[src/rtl/md_pkg.sv]
// Shared definitions for the multicycle multiply/divide unit.
package md_pkg;

  localparam logic MD_MULT = 1'b0;
  localparam logic MD_DIV  = 1'b1;

  localparam int unsigned MD_ITER = 32;

  typedef enum logic [1:0] {
    IDLE   = 2'd0,
    RUN    = 2'd1,
    FINISH = 2'd2,
    DONE   = 2'd3
  } md_state_e;

endpackage

[src/rtl/mult_div_unit_if.sv]
// Request/result bundle between the control unit and the mult/div unit.
interface mult_div_unit_if #(
  parameter int unsigned WIDTH = 32
);
  logic             start;
  logic             op;
  logic [WIDTH-1:0] a;
  logic [WIDTH-1:0] b;
  logic [WIDTH-1:0] hi;
  logic [WIDTH-1:0] lo;
  logic             busy;
  logic             done;
  logic             div_zero;

  // Requester side (control unit).
  modport master (
    output start, op, a, b,
    input  hi, lo, busy, done, div_zero
  );

  // Execution side (the unit itself).
  modport slave (
    input  start, op, a, b,
    output hi, lo, busy, done, div_zero
  );
endinterface

[src/rtl/md_step.sv]
// One iteration of the shared datapath: radix-2 Booth step or restoring-divide step.
// Accumulator layout: {A/R [WIDTH:0], Q [WIDTH-1:0], q_-1}.
module md_step
  import md_pkg::*;
#(
  parameter int unsigned WIDTH = MD_ITER
) (
  input  logic              op,
  input  logic [2*WIDTH+1:0] acc,
  input  logic [WIDTH-1:0]  m,
  output logic [2*WIDTH+1:0] acc_nxt,
  output logic              q_bit
);

  localparam int unsigned AW = 2 * WIDTH + 2;

  logic [WIDTH:0]   a_part;
  logic [WIDTH-1:0] q_part;
  logic [WIDTH:0]   m_ext;
  logic [WIDTH:0]   booth_sum;
  logic [WIDTH:0]   r_sh;
  logic [WIDTH:0]   r_new;
  logic [WIDTH+1:0] trial;

  // Both candidate next states; op selects which one leaves the block.
  always_comb begin
    a_part = acc[AW-1:WIDTH+1];
    q_part = acc[WIDTH:1];

    // MULT: m is the signed multiplicand, sign-extended into the guard bit.
    m_ext = {m[WIDTH-1], m};
    case (acc[1:0])
      2'b01:   booth_sum = a_part + m_ext;
      2'b10:   booth_sum = a_part - m_ext;
      default: booth_sum = a_part;
    endcase

    // DIV: m is the divisor magnitude; one extra bit keeps the trial sign.
    r_sh  = {a_part[WIDTH-1:0], q_part[WIDTH-1]};
    trial = {1'b0, r_sh} - {2'b00, m};
    r_new = trial[WIDTH+1] ? r_sh : trial[WIDTH:0];

    if (op == MD_DIV) begin
      // Quotient bit slot (acc[1]) is left zero; the caller merges q_bit in.
      acc_nxt = {r_new, q_part[WIDTH-2:0], 2'b00};
      q_bit   = ~trial[WIDTH+1];
    end else begin
      acc_nxt = {booth_sum[WIDTH], booth_sum, q_part};
      q_bit   = 1'b0;
    end
  end

endmodule

[src/rtl/mult_div_unit.sv]
// Multicycle signed multiply/divide unit: WIDTH iterations, registered HI/LO results.
module mult_div_unit
  import md_pkg::*;
#(
  parameter int unsigned WIDTH = MD_ITER
) (
  input  logic           clk,
  input  logic           reset,
  mult_div_unit_if.slave bus
);

  localparam int unsigned AW = 2 * WIDTH + 2;
  localparam int unsigned CW = $clog2(WIDTH);
  localparam logic [CW-1:0] LastCnt = CW'(WIDTH - 1);

  md_state_e        state_q, state_d;
  logic [CW-1:0]    cnt_q;
  logic [AW-1:0]    acc_q;
  logic [AW-1:0]    step_acc;
  logic [AW-1:0]    step_merged;
  logic             step_qbit;
  logic [WIDTH-1:0] m_q;
  logic [WIDTH-1:0] hi_q, lo_q;
  logic             op_q, qneg_q, rneg_q, dz_q;

  logic             accept;
  logic             dz_req;
  logic [WIDTH-1:0] a_mag, b_mag;
  logic [WIDTH-1:0] r_mag, q_mag;
  logic [WIDTH-1:0] res_hi, res_lo;

  assign accept = (state_q == IDLE) && bus.start;
  assign dz_req = (bus.op == MD_DIV) && (bus.b == '0);
  // Magnitude of the most negative value wraps to itself, which is correct as unsigned.
  assign a_mag  = bus.a[WIDTH-1] ? (~bus.a + 1'b1) : bus.a;
  assign b_mag  = bus.b[WIDTH-1] ? (~bus.b + 1'b1) : bus.b;

  md_step #(
    .WIDTH (WIDTH)
  ) u_step (
    .op      (op_q),
    .acc     (acc_q),
    .m       (m_q),
    .acc_nxt (step_acc),
    .q_bit   (step_qbit)
  );

  // Drop the new quotient bit into Q[0] for DIV; Booth output is already complete.
  assign step_merged = (op_q == MD_DIV) ? {step_acc[AW-1:2], step_qbit, step_acc[0]} : step_acc;

  // Final sign fix-up: quotient truncates toward zero, remainder follows the dividend.
  always_comb begin
    r_mag  = acc_q[2*WIDTH:WIDTH+1];
    q_mag  = acc_q[WIDTH:1];
    res_hi = r_mag;
    res_lo = q_mag;
    if (op_q == MD_DIV) begin
      res_hi = rneg_q ? (~r_mag + 1'b1) : r_mag;
      res_lo = qneg_q ? (~q_mag + 1'b1) : q_mag;
    end
  end

  // State register.
  always_ff @(posedge clk or negedge reset) begin
    if (!reset) state_q <= IDLE;
    else        state_q <= state_d;
  end

  // Next-state logic.
  always_comb begin
    state_d = state_q;
    unique case (state_q)
      IDLE:    if (bus.start) state_d = dz_req ? DONE : RUN;
      RUN:     if (cnt_q == LastCnt) state_d = FINISH;
      FINISH:  state_d = DONE;
      DONE:    state_d = IDLE;
      default: state_d = IDLE;
    endcase
  end

  // Status outputs decoded from the state register.
  always_comb begin
    bus.busy     = (state_q == RUN) || (state_q == FINISH);
    bus.done     = (state_q == DONE);
    bus.div_zero = (state_q == DONE) && dz_q;
  end

  // Operand latch, iteration datapath and result registers.
  always_ff @(posedge clk or negedge reset) begin
    if (!reset) begin
      cnt_q  <= '0;
      acc_q  <= '0;
      m_q    <= '0;
      op_q   <= MD_MULT;
      qneg_q <= 1'b0;
      rneg_q <= 1'b0;
      dz_q   <= 1'b0;
      hi_q   <= '0;
      lo_q   <= '0;
    end else begin
      unique case (state_q)
        IDLE: begin
          if (accept) begin
            op_q   <= bus.op;
            dz_q   <= dz_req;
            cnt_q  <= '0;
            qneg_q <= bus.a[WIDTH-1] ^ bus.b[WIDTH-1];
            rneg_q <= bus.a[WIDTH-1];
            if (bus.op == MD_DIV) begin
              acc_q <= {{(WIDTH + 1){1'b0}}, a_mag, 1'b0};
              m_q   <= b_mag;
            end else begin
              acc_q <= {{(WIDTH + 1){1'b0}}, bus.a, 1'b0};
              m_q   <= bus.b;
            end
          end
        end
        RUN: begin
          acc_q <= step_merged;
          cnt_q <= cnt_q + 1'b1;
        end
        FINISH: begin
          hi_q <= res_hi;
          lo_q <= res_lo;
        end
        default: ;
      endcase
    end
  end

  assign bus.hi = hi_q;
  assign bus.lo = lo_q;

endmodule
[src/flat_wrapper.sv]
// flat-port wrapper written by rule: the top's interface ports become plain ports
module mult_div_unit_flat import md_pkg::*;
#(
  parameter int unsigned WIDTH = MD_ITER
)
  (clk, reset, bus_start, bus_op, bus_a, bus_b, bus_hi, bus_lo, bus_busy, bus_done, bus_div_zero);
  mult_div_unit_if #(.WIDTH(WIDTH)) bus_i ();
  input  logic clk;
  input  logic reset;
  input wire logic [$bits(bus_i.start)-1:0] bus_start;
  input wire logic [$bits(bus_i.op)-1:0] bus_op;
  input wire logic [$bits(bus_i.a)-1:0] bus_a;
  input wire logic [$bits(bus_i.b)-1:0] bus_b;
  output wire logic [$bits(bus_i.hi)-1:0] bus_hi;
  output wire logic [$bits(bus_i.lo)-1:0] bus_lo;
  output wire logic [$bits(bus_i.busy)-1:0] bus_busy;
  output wire logic [$bits(bus_i.done)-1:0] bus_done;
  output wire logic [$bits(bus_i.div_zero)-1:0] bus_div_zero;
  assign bus_i.start = bus_start;
  assign bus_i.op = bus_op;
  assign bus_i.a = bus_a;
  assign bus_i.b = bus_b;
  assign bus_hi = bus_i.hi;
  assign bus_lo = bus_i.lo;
  assign bus_busy = bus_i.busy;
  assign bus_done = bus_i.done;
  assign bus_div_zero = bus_i.div_zero;
  mult_div_unit #(.WIDTH(WIDTH)) u_core (.clk(clk), .reset(reset), .bus(bus_i));
endmodule
[config.mk]
export PLATFORM = sky130hd
export DESIGN_NAME = mult_div_unit_flat
export DESIGN_NICKNAME = d
export VERILOG_FILES = /design/src/rtl/md_pkg.sv /design/src/rtl/mult_div_unit_if.sv /design/src/rtl/md_step.sv /design/src/rtl/mult_div_unit.sv /design/src/flat_wrapper.sv
export SDC_FILE = /design/constraint.sdc
export NUM_CORES = 1
export LEC_CHECK = 0
export ABC_AREA = 1
export BUFFER_PORTS_ARGS = -buffer_cell sky130_fd_sc_hd__buf_2
export CAP_MARGIN = 20
export CORE_UTILIZATION = 40
export CTS_CLUSTER_SIZE = 30
export DETAILED_ROUTE_END_ITERATION = 8
export PLACE_DENSITY_LB_ADDON = 0.2
export REMOVE_ABC_BUFFERS = 1
export SYNTH_ARGS = -nofsm -noshare
export SYNTH_HDL_FRONTEND = slang
export SYNTH_HIERARCHICAL = 1
export SYNTH_SLANG_ARGS = --single-unit
[constraint.sdc]
create_clock -name clk -period 4.4 [get_ports clk]
set_input_delay 0.88 -clock clk [delete_from_list [all_inputs] [get_ports clk]]
set_output_delay 0.88 -clock clk [all_outputs]
set_load 0.03 [all_outputs]
Word-level counts from Yosys, hierarchy flattened
Index checks and enable logic that the tools add are counted.
Widths: inputs -> output; s select.

storage, ports and cells
  flip-flop bits (word level) = 173
  input port bits = 68
  output and inout port bits = 67
  word-level logic and storage cells = 63

cells by class
  add/sub/neg operators = 8
  equality and inequality tests = 9
  muxes and demuxes = 20
  bitwise operators = 6
  reductions and logical operators = 10

operators with widths
  kind                   number
  $mux 32                7
  $mux 66                2
  $pmux 66 s2            1
  $add 32x1->32 const B  4
  $not 32->32            4
  $mux 33                2
  $pmux 33 s2            1
  $sub 33x32->34         1
  $add 33x33->33         1
  $sub 33x33->33         1
  $logic_not 32->1       1
  $pmux 5 s2             1
  $mux 2                 4
  $pmux 2 s4             1
  $eq 2x2->1 const B     3
  $reduce_and 2->1       3
  $add 5x1->5 const B    1
  $eq 5x5->1 const B     1
  $mux 5                 1
  $eq 2x1->1 const B     2
  $ne 2x1->1 const B     2
  $logic_and 1x1->1      3
  $logic_not 2->1        1
  $ne 2x2->1 const B     1
  4 further kinds        4

Logic depth before layout (Yosys ltp)
  word-level depth = 6
  gate-level depth with buffers = 28
  depth with buffers taken out = 28

Cells and area by module
Netlist, hierarchy kept.

by module, submodules not included
  module         instances  cells an instance  area each (µm²)  seq. area each (µm²)
  mult_div_unit  1          1,503              10,571.4         4,329.2
  md_step        1          1,267              6,421.2          0.0

Least setup slack after synthesis
OpenSTA, ideal clock, no wires.

  path kind = register to register
  from = register u_core.m_q[1]
  to = register u_core.acc_q[64]
  setup time = 126 ps
  arrival time = 2,943 ps
  path slack = 1,331 ps
  stages on the path, launching flop included = 27
  clock period less this slack = 3,069 ps
  path through = dfrtp_1 inv_1 ha_1 nand2_1 nor2_1 nand2_1 nor2_1 nand2_1 nand2_1 o21a_2 nand2_1 a21oi_2 xor2_1 ha_1 inv_1 nor3_1 nand2_1 nor2_1 nand2_1 nand2_1 nand2_1 nand3_1 nand2_1 nand3_1 nand2_1 nand3_1 o21ai_0

on the way
  longest elaborated chain between the ends = 4
  elaborated cells on any way between the ends = 7

RTL lines
  what                                    line                          RTL
  start: declaration                      mult_div_unit.sv:22           logic [WIDTH-1:0] m_q;
  start signal: assignment                mult_div_unit.sv:111          m_q <= b_mag;
  start signal: assignment                mult_div_unit.sv:114          m_q <= bus.b;
  $sub 33x33->33 (tied with other cells)  md_step.sv:34                 2'b10: booth_sum = a_part - m_ext;
  $pmux 33 s2 or $mux 33 (tied branches)  md_step.sv:32, md_step.sv:41
  $mux 66 *                               md_step.sv:43                 if (op == MD_DIV) begin
  via u_core.step_acc[64]                 mult_div_unit.sv:19           logic [AW-1:0] step_acc;
  $pmux 66 s2 *                           mult_div_unit.sv:101          unique case (state_q)
  end signal: assignment                  mult_div_unit.sv:110          acc_q <= {{(WIDTH + 1){1'b0}}, a_mag, 1'b0};
  end signal: assignment                  mult_div_unit.sv:113          acc_q <= {{(WIDTH + 1){1'b0}}, bus.a, 1'b0};
  end signal: assignment                  mult_div_unit.sv:119          acc_q <= step_merged;
  end: declaration                        mult_div_unit.sv:18           logic [AW-1:0] acc_q;

The timed path passes the listed nets; every way through them passes the cells marked *.
A chain may end at the register's enable or synchronous reset.

Worst setup path after layout
Same ends and word-level chain as after synthesis.

==> results by group <==
Worst setup path
  • Crit path capture: u_core/acc_q[64]
  • CP startpoint kind: flip-flop
  • Delay-heaviest family, CP: simple AND/OR/NAND/NOR gates
  • WP data arrival: 4.09 ns
  • CP peak stage delay: 0.41 ns
  • WP buf/inv: 2
  • Crit. path cell count: 26
  • Slowest-stage cell, CP: dfrtp_1
  • Crit Reg-Reg Startpoint: u_core/m_q[1]
  • Crit Path Max Fanout: 4
  • Kind of critical path: reg2reg
  • Worst Setup SP: u_core/m_q[1]
  • CP required: 4.75 ns
  • CP dominant cell by count: nand2_1
  • Critical path endpoint category: flip-flop
  • Reg2reg end: u_core/acc_q[64]
  • Worst R2R Path Depth: 26
  • R2R setup slack: 0.66 ns

Layout
  • Layout cell share with drive strength beyond 1: 0.0934
  • Layout Nets: 3004
  • N_diodes: 0
  • Layout area overhead: 10.2%

Clock network
  • Clk root buf: clkbuf_16
  • Worst-Skew Late Latency: 0.52 ns
  • Post-CTS setup repair buffer count: 0
  • Clock H-tree levels: 4
  • Clock transition at path regs: 0.07 ns
  • # hold bufs at CTS: 0
  • Max Root-Sink Buffers: 2
  • TritonCTS buffer count: 17
  • Sink Count: 173
  • Post-CTS Resized: 0
  • CTS tree: built

Routing
  • Wire per inst: 18.5 um
  • Final wirelength: 62900 um
  • Antenna viol nets, final: 0
  • DRC: 0
  • Iter 0 DRT Violations: 1670
  • Via count: 18500
  • Drt pass-1 iters: 6
  • DR vias/cell: 5.41

Synthesis
  • Netlist Area Pre-Place: 17000 sq um
  • Register area share after synthesis: 0.255
  • Avg Inst Size Synth: 6.13 sq um
  • Post-Synthesis Cells: 2770
  • Synth top area cells: dfrtp_1 25%, nand2_1 18%, nand3_1 8.0%, inv_1 7.0%, nor2_1 6.7%
  • Top-area cell type share of the netlist area: 0.255
  • Synth cell types: 54
  • Flops & latches, synth: 173
  • Yosys warnings: 6
  • Largest area contributor in the netlist: dfrtp_1

STA
  • Final Hold Viols: 0
  • Fmax: 0.267 GHz
  • Final Max Slew Viols: 0
  • Setup TNS Final: 0 ns
  • Unrepaired setup endpoints after global routing: no
  • Max_slew headroom: 0.405
  • Setup Viol. Count Final: 0
  • Fin crit period: 3.74 ns
  • Clock Skew: 0.0233 ns
  • Fin crit share: 0.850
  • Least-Margin Pin Slew: 0.891 ns

GRT
  • First-pass GRT wire length: 98300 um
  • Global-route usage over all layers: 0.295
  • Antenna violations before repair: 0
  • Largest net degree at the start of global routing: 103
  • Congestion Overflow GR: 0
  • Vias in the first global route: 17400

Place
  • DP Wirelength: 49900 um
  • Port Buffers: 134
  • RD Place Congestion: 0.937

Die
  • Core Region: 41900 sq um
  • DIE WIDTH: 208 um
  • Die ar.: 43300 sq um
  • Ports: 135
  • Starting Density: 0.405
  • Rows: 75
  • Die Y: 208 um

Worst hold path
  • Hold crit path type: reg2reg

Job
  • Max Cap Violations: 0

Outcome
  • Outcome: finished clean
==> worst min-delay path by stage <==
stage                      start                end  slack [ns]  cells after the start
2_1_floorplan    u_core/acc_q[0]    u_core/acc_q[0]        0.44                      2
3_3_place_gp     u_core/acc_q[0]    u_core/acc_q[0]        0.46                      2
3_5_place_dp   u_core/bus.lo[19]  u_core/bus.lo[19]        0.46                      2
4_1_cts        u_core/bus.hi[20]  u_core/bus.hi[20]        0.48                      2
5_1_grt        u_core/bus.lo[31]  u_core/bus.lo[31]        0.49                      2
6_report       u_core/bus.hi[20]  u_core/bus.hi[20]        0.47                      2
==> cell type report <==
cell class | instances | area [sq um]
Sequential cell | 173 | 4330
Inverter | 333 | 1260
Timing Repair Buffer | 156 | 845
Clock buffer | 21 | 470
Fill cell | 4578 | 23200
Clock inverter | 9 | 159
Tap cell | 539 | 674
Multi-Input combinational cell | 2177 | 11000
==> cell usage in the layout (no fill, tap or decap), types with 3 or more instances in the layout <==
cell,instances
a21o_1,8
a21oi_1,139
a31oi_1,18
buf_2,133
buf_4,22
bufinv_16,4
clkbuf_16,17
clkbuf_8,4
dfrtp_1,172
ha_1,74
inv_1,318
inv_2,11
inv_4,3
nand2_1,829
nand2_2,16
nand2_4,8
nand3_1,270
nand3_2,3
nand3b_1,8
nand4_1,39
nor2_1,304
nor2_2,13
nor2_4,5
nor3_1,22
nor4_1,5
o211ai_1,12
o21a_1,9
o21ai_0,189
o21ai_1,48
o21ai_2,6
o21bai_1,11
o22ai_1,7
or2_0,3
xnor2_1,22
xor2_1,83
==> per-stage QoR <==
stage	util	area (sq um)	instances	hold WS, ns	worst slack (ns)
5_1_grt	0.446	18700	3408	0.493	0.125
3_5_place_dp	0.431	18100	3378	0.461	0.710
6_report	0.446	18700	3408	0.472	0.660
3_3_place_gp	0.431	18100	3378	0.456	0.759
4_1_cts	0.446	18700	3408	0.480	0.701
2_1_floorplan	-	16600	2683	0.442	0.656
==> worst min-delay path, cell delays in order (launching register included) <==
cell	delay [ns]
dfrtp_1	0.34
nand2_1	0.05
nand2_1	0.05
==> kinds of logic after synthesis <==
logic type,share of synthesized area
buffers and inverters,0.0990
adder cells (fa/ha/maj),0.0583
XOR/XNOR,0.0541
flip-flops,0.255
AND/OR/NAND/NOR,0.386
AO/OA/AOI/OAI,0.148
==> per-layer routing <==
metal	global-route usage	part of all wire	vias up
li1	-	-	9164
met1	0.436	0.49	8588
met2	0.442	0.42	639
met3	0.0482	0.067	59
met4	0.0782	0.017	0
met5	0	0	-
==> sequential cells by signal (all words and copies together) (netlist names) <==
name / cells
u_core/m_q: 32
u_core/state_q: 2
u_core/qneg_q: 1
u_core/rneg_q: 1
u_core/cnt_q: 5
u_core/op_q: 1
u_core/acc_q: 66
u_core/bus.lo: 32
u_core/bus.hi: 32
u_core/dz_q: 1
==> synthesized netlist by cell type, drive strengths merged <==
library cell / n
o21bai: 11
xnor2: 22
nand4: 41
o211ai: 12
o221ai: 2
a21oi: 141
and2: 1
inv: 332
a21o: 8
clkinv: 1
o21ai: 245
nor4: 5
clkbuf: 46
xor2: 83
a211oi: 1
fa: 2
or2: 6
o31ai: 1
nand3: 275
o22ai: 7
dfrtp: 173
a31oi: 19
ha: 76
buf: 41
nand3b: 8
nor2: 322
nand2: 854
nor3: 24
o21a: 10
nor3b: 1
Power is not shown: default switching activity piles up to over one toggle a cycle in this logic, so the estimate is an artifact.
